===== src/rtl/booth_if.sv =====
// Handshake bundle between the radix-4 Booth controller and its datapath.
// The controller owns the master side and the datapath owns the slave side.
interface booth_if;
    logic       start;
    logic [5:0] status;
    logic       init;
    logic       ald;
    logic       pld;
    logic       xld;
    logic       cntld;
    logic       control;
    logic [2:0] funsel;
    logic       busy;
    logic       done;

    modport master (
        input  start, status,
        output init, ald, pld, xld, cntld, control, funsel, busy, done
    );

    modport slave (
        output start, status,
        input  init, ald, pld, xld, cntld, control, funsel, busy, done
    );
endinterface


===== src/rtl/booth_ctrl.sv =====
// Control FSM for an 8x8 signed radix-4 Booth multiplier datapath.
// Runs one fixed-latency LOAD, (ADD, SHIFT) x ITER, DONE sequence per start request.
module booth_ctrl #(
    parameter int ITER = 4
) (
    input  logic     clk,
    input  logic     reset,
    booth_if.master  bus
);

    typedef enum logic [2:0] {
        IDLE  = 3'd0,
        LOAD  = 3'd1,
        ADD   = 3'd2,
        SHIFT = 3'd3,
        DONE  = 3'd4
    } state_t;

    localparam logic [2:0] LAST_CNT = 3'(ITER - 1);

    state_t state_q;
    state_t state_d;

    // Triple x{b(i+1),b(i),b(i-1)} -> ALU select; bit 0 requests invert-and-add-one.
    function automatic logic [2:0] booth_decode(input logic [2:0] trip);
        logic [2:0] sel;
        case (trip)
            3'b001, 3'b010: sel = 3'b100;
            3'b011:         sel = 3'b010;
            3'b100:         sel = 3'b011;
            3'b101, 3'b110: sel = 3'b101;
            default:        sel = 3'b000;
        endcase
        return sel;
    endfunction

    always_ff @(posedge clk or negedge reset) begin
        if (!reset) begin
            state_q <= IDLE;
        end else begin
            state_q <= state_d;
        end
    end

    always_comb begin
        state_d     = IDLE;
        bus.init    = 1'b0;
        bus.ald     = 1'b0;
        bus.pld     = 1'b0;
        bus.xld     = 1'b0;
        bus.cntld   = 1'b0;
        bus.control = 1'b0;
        bus.funsel  = 3'b000;
        bus.busy    = 1'b0;
        bus.done    = 1'b0;

        case (state_q)
            IDLE: begin
                state_d = bus.start ? LOAD : IDLE;
            end
            LOAD: begin
                bus.init = 1'b1;
                bus.ald  = 1'b1;
                bus.busy = 1'b1;
                state_d  = ADD;
            end
            ADD: begin
                bus.pld    = 1'b1;
                bus.busy   = 1'b1;
                bus.funsel = booth_decode(bus.status[2:0]);
                state_d    = SHIFT;
            end
            SHIFT: begin
                bus.pld     = 1'b1;
                bus.control = 1'b1;
                bus.xld     = 1'b1;
                bus.cntld   = 1'b1;
                bus.busy    = 1'b1;
                // Count comes back from the datapath, so a stuck counter never finishes.
                state_d     = (bus.status[5:3] == LAST_CNT) ? DONE : ADD;
            end
            DONE: begin
                bus.done = 1'b1;
                state_d  = bus.start ? LOAD : IDLE;
            end
            default: begin
                state_d = IDLE;
            end
        endcase
    end

endmodule


===== src/flat_wrapper.sv =====
// flat-port wrapper written by rule: the top's interface ports become plain ports
module booth_ctrl_flat 
#(
    parameter int ITER = 4
)
  (clk, reset, bus_start, bus_status, bus_init, bus_ald, bus_pld, bus_xld, bus_cntld, bus_control, bus_funsel, bus_busy, bus_done);
  booth_if bus_i ();
  input  logic clk;
  input  logic reset;
  input wire logic [$bits(bus_i.start)-1:0] bus_start;
  input wire logic [$bits(bus_i.status)-1:0] bus_status;
  output wire logic [$bits(bus_i.init)-1:0] bus_init;
  output wire logic [$bits(bus_i.ald)-1:0] bus_ald;
  output wire logic [$bits(bus_i.pld)-1:0] bus_pld;
  output wire logic [$bits(bus_i.xld)-1:0] bus_xld;
  output wire logic [$bits(bus_i.cntld)-1:0] bus_cntld;
  output wire logic [$bits(bus_i.control)-1:0] bus_control;
  output wire logic [$bits(bus_i.funsel)-1:0] bus_funsel;
  output wire logic [$bits(bus_i.busy)-1:0] bus_busy;
  output wire logic [$bits(bus_i.done)-1:0] bus_done;
  assign bus_i.start = bus_start;
  assign bus_i.status = bus_status;
  assign bus_init = bus_i.init;
  assign bus_ald = bus_i.ald;
  assign bus_pld = bus_i.pld;
  assign bus_xld = bus_i.xld;
  assign bus_cntld = bus_i.cntld;
  assign bus_control = bus_i.control;
  assign bus_funsel = bus_i.funsel;
  assign bus_busy = bus_i.busy;
  assign bus_done = bus_i.done;
  booth_ctrl #(.ITER(ITER)) u_core (.clk(clk), .reset(reset), .bus(bus_i));
endmodule

===== config.mk =====
export PLATFORM = sky130hd
export DESIGN_NAME = booth_ctrl_flat
export DESIGN_NICKNAME = d
export VERILOG_FILES = /design/src/rtl/booth_if.sv /design/src/rtl/booth_ctrl.sv /design/src/flat_wrapper.sv
export SDC_FILE = /design/constraint.sdc
export NUM_CORES = 1
export LEC_CHECK = 0
export CAP_MARGIN = 20
export CORE_AREA = 2 2 39 41
export DETAILED_ROUTE_END_ITERATION = 7
export DIE_AREA = 0 0 41 43
export PLACE_DENSITY = 0.6
export SKIP_LAST_GASP = 1
export SYNTH_ARGS = -nofsm -noshare
export SYNTH_HDL_FRONTEND = slang
export SYNTH_SLANG_ARGS = --single-unit

===== constraint.sdc =====
create_clock -name clk -period 1.2 [get_ports clk]
set_input_delay 0.12 -clock clk [delete_from_list [all_inputs] [get_ports clk]]
set_output_delay 0.12 -clock clk [all_outputs]
set_load 0.02 [all_outputs]

==> impl_results.md <==
* Status: finished, violations left
* Violated checks: setup timing
* DIE WIDTH at 41 um
* Post-synthesis net count at 35
* Initial antenna violation count at 0
* Post-synth top cells: buf_4, dfrtp_1, inv_1, nor2_1
* DP Worst Slack at -0.713 ns
* Synth Cell Area at 230 um2
* Fmax at 754 MHz
* YS warnings at 0
* Clk slew on worst S/H paths at 0.04 ns
* Biggest regs: u_core.state_q x3
* RSZ-0062 raised after global routing: yes
* Hold Slack at 0.0731 ns
* WP data required at 1.08 ns
* Sequential element share of the synthesized area at 0.326
* Final Core Density at 0.422
* Core area at 0.00138 mm2
* Die Ht at 43 um
* Post-synthesis async set-or-reset flop share at 1.00
* Worst-path fanout max at 6
* Post-route minimum period at 1.33 ns
* Share of cells above drive strength 1 at 0.627
* Worst rel slew slack at 0.847
* Final period util at 1.11
* Iteration-0 DRC Markers at 0
* WL final at 707 um
* Max_cap viols at 0
* Post-synth top flop: dfrtp_1
* Crit start category: register
* Max Root-Sink Buffers at 2
* Yosys top cell by area: dfrtp_1
* DRC viols at 0
* FF-to-FF setup slack at -0.06 ns
* Sink Count at 3
* Most flop-heavy register: u_core.state_q
* Post-synthesis cell type count at 16
* Setup violators final at 12
* Number of synthesized flops with an enable pin at 0
* Synthesized flop and latch total at 3
* Final WS setup at -0.127 ns
* First-pass GRT wire length at 1200 um
* Hpwl dp at 533 um
* Max IR drop VDD at 0.00105 V
* Std cell rows at 14
* Worst clock skew at 0.00265 ns
* Via density per instance at 3.95
* Largest net degree at the start of global routing at 7
* Root buffer cell: clkbuf_4
* Global placer's final weighted congestion at 0.628
* Area delta synth->final at 154%
* Gr usage total at 0.107
* Max reg flops at 3
* Router iterations before antenna repair at 1
* Power per standard cell area at 2480 mW/mm2
* Nets at 69
* H-tree depth at 1
* # IOs at 20
* Cell leakage power at 0.266 nW
* CP Capture Type: output pin
* WL/cell at 9.43 um
* Area share of the largest cell type after synthesis at 0.326
* Fillers at 157
* Worst-Skew Late Latency at 0.23 ns
* Vias in the first global route at 307
* Via count at 296
* Post-Layout Inst Area at 584 um2
* Syn_area_per_cell at 8.85 um2
* Antenna-violating nets left at 0
* Ranking of synthesized cells by area: dfrtp_1, buf_4, a2111oi_2
* Num CTS Buffers at 3
* Worst Tran Pin Value at 0.229 ns
* IO buf count at 19
* Critical path class: register to output pin
* Setup_tns at -0.919 ns
* Hold crit path type: input port to async pin
* Congestion Overflow GR at 0
* Ant diodes at 0
* Final Max Tran Viols at 0
* Placed cell areas at 505 um2
* Synth Instances at 26
* WP data arrival at 1.21 ns
* CTS tree: done
* Final hold violations at 0
* Die area at 0.00176 mm2
* Effective utilization at floorplan at 0.166
[critical path, cell delays in order, from the launching register on]
cell	delay [ns]
dfrtp_2	0.46
a2111oi_4	0.32
buf_4	0.19
[stage by stage]
step	power (mW)	instances
floorplan	0.681	26
global placement	1.07	66
detailed placement	1.07	66
CTS	1.41	74
global route	1.55	75
finish	1.45	75
[layout make-up]
| cell class | instances | area [um2] | share of cell area |
|---|---|---|---|
| sequential | 3 | 76.3 | 0.131 |
| timing repair buffer | 32 | 280 | 0.480 |
| multi-input combinational | 17 | 170 | 0.291 |
| clock buffer | 4 | 26.3 | 0.0450 |
| tap | 16 | 20.0 | 0.0343 |
| inverter | 3 | 11.3 | 0.0193 |
[logic make-up (layout without fill, tap and decap cells)]
kind of cell              after synthesis  count (layout)  share of synthesized area
AOI/OAI and AO/OA                       4               4                      0.174
xor gates and xnor gates                1               1                     0.0381
and+or+nand+nor                        12              12                      0.315
DFF                                     3               3                      0.326
buffers and inverters                   6              39                      0.147
[placed cells by master, fill, tap and decap left out]
| cell type | synthesis | routed |
|---|---|---|
| nand3b_1 | 1 | 1 |
| nor2b_1 | 1 | 1 |
| clkbuf_1 | 0 | 1 |
| buf_4 | 3 | 16 |
| nor3_4 | 0 | 1 |
| nor2_4 | 0 | 1 |
| clkdlybuf4s50_1 | 0 | 5 |
| nand2b_4 | 0 | 1 |
| nor3_2 | 0 | 1 |
| a21oi_1 | 1 | 1 |
| and2_4 | 0 | 1 |
| buf_6 | 0 | 7 |
| and4b_1 | 1 | 1 |
| buf_2 | 0 | 1 |
| nor2_1 | 3 | 1 |
| xnor2_1 | 1 | 1 |
| a2111oi_4 | 0 | 1 |
| dfrtp_2 | 0 | 1 |
| dfrtp_1 | 3 | 2 |
| inv_1 | 3 | 2 |
| dlygate4sd2_1 | 0 | 3 |
| inv_2 | 0 | 1 |
| clkbuf_4 | 0 | 3 |
| or3b_1 | 1 | 1 |
| a211oi_1 | 1 | 1 |
| nand2b_1 | 2 | 1 |
| nor2_2 | 0 | 1 |
| a211oi_2 | 1 | 1 |
[metal layers]
metal  up-vias  track usage  routed length (um)
li1        152            -                   -
met1       130        0.110                 214
met2        12        0.169                 426
met3         2       0.0157                  56
met4         0        0.100                  10
met5         -            0                   0
[worst paths after layout]
path	from	end	cells past startpoint
worst max-delay path	u_core.state_q[0]	bus_funsel[0]	2
worst min-delay path	reset	u_core.state_q[2]	1
worst max register to register	u_core.state_q[0]	u_core.state_q[1]	4
worst min register to register	u_core.state_q[2]	u_core.state_q[1]	2
max in group asynchronous	reset	u_core.state_q[0]	1
min in group clk	bus_start	u_core.state_q[0]	3
[where the power goes]
part           total [mW]  switching (mW)  internal (mW)
Sequential          0.205          0.0622          0.143
Clock               0.176          0.0511          0.125
Combinational        1.07           0.507          0.558
[timing repair]
action,4_1_cts,5_1_grt
hold endpoints to repair,0,0
buffers inserted,4,1
resized for setup,69,2
hold buffers,0,0
setup endpoints to repair,11,11
pin swaps,4,1
No activity file was read; power rests on OpenSTA's default activity.
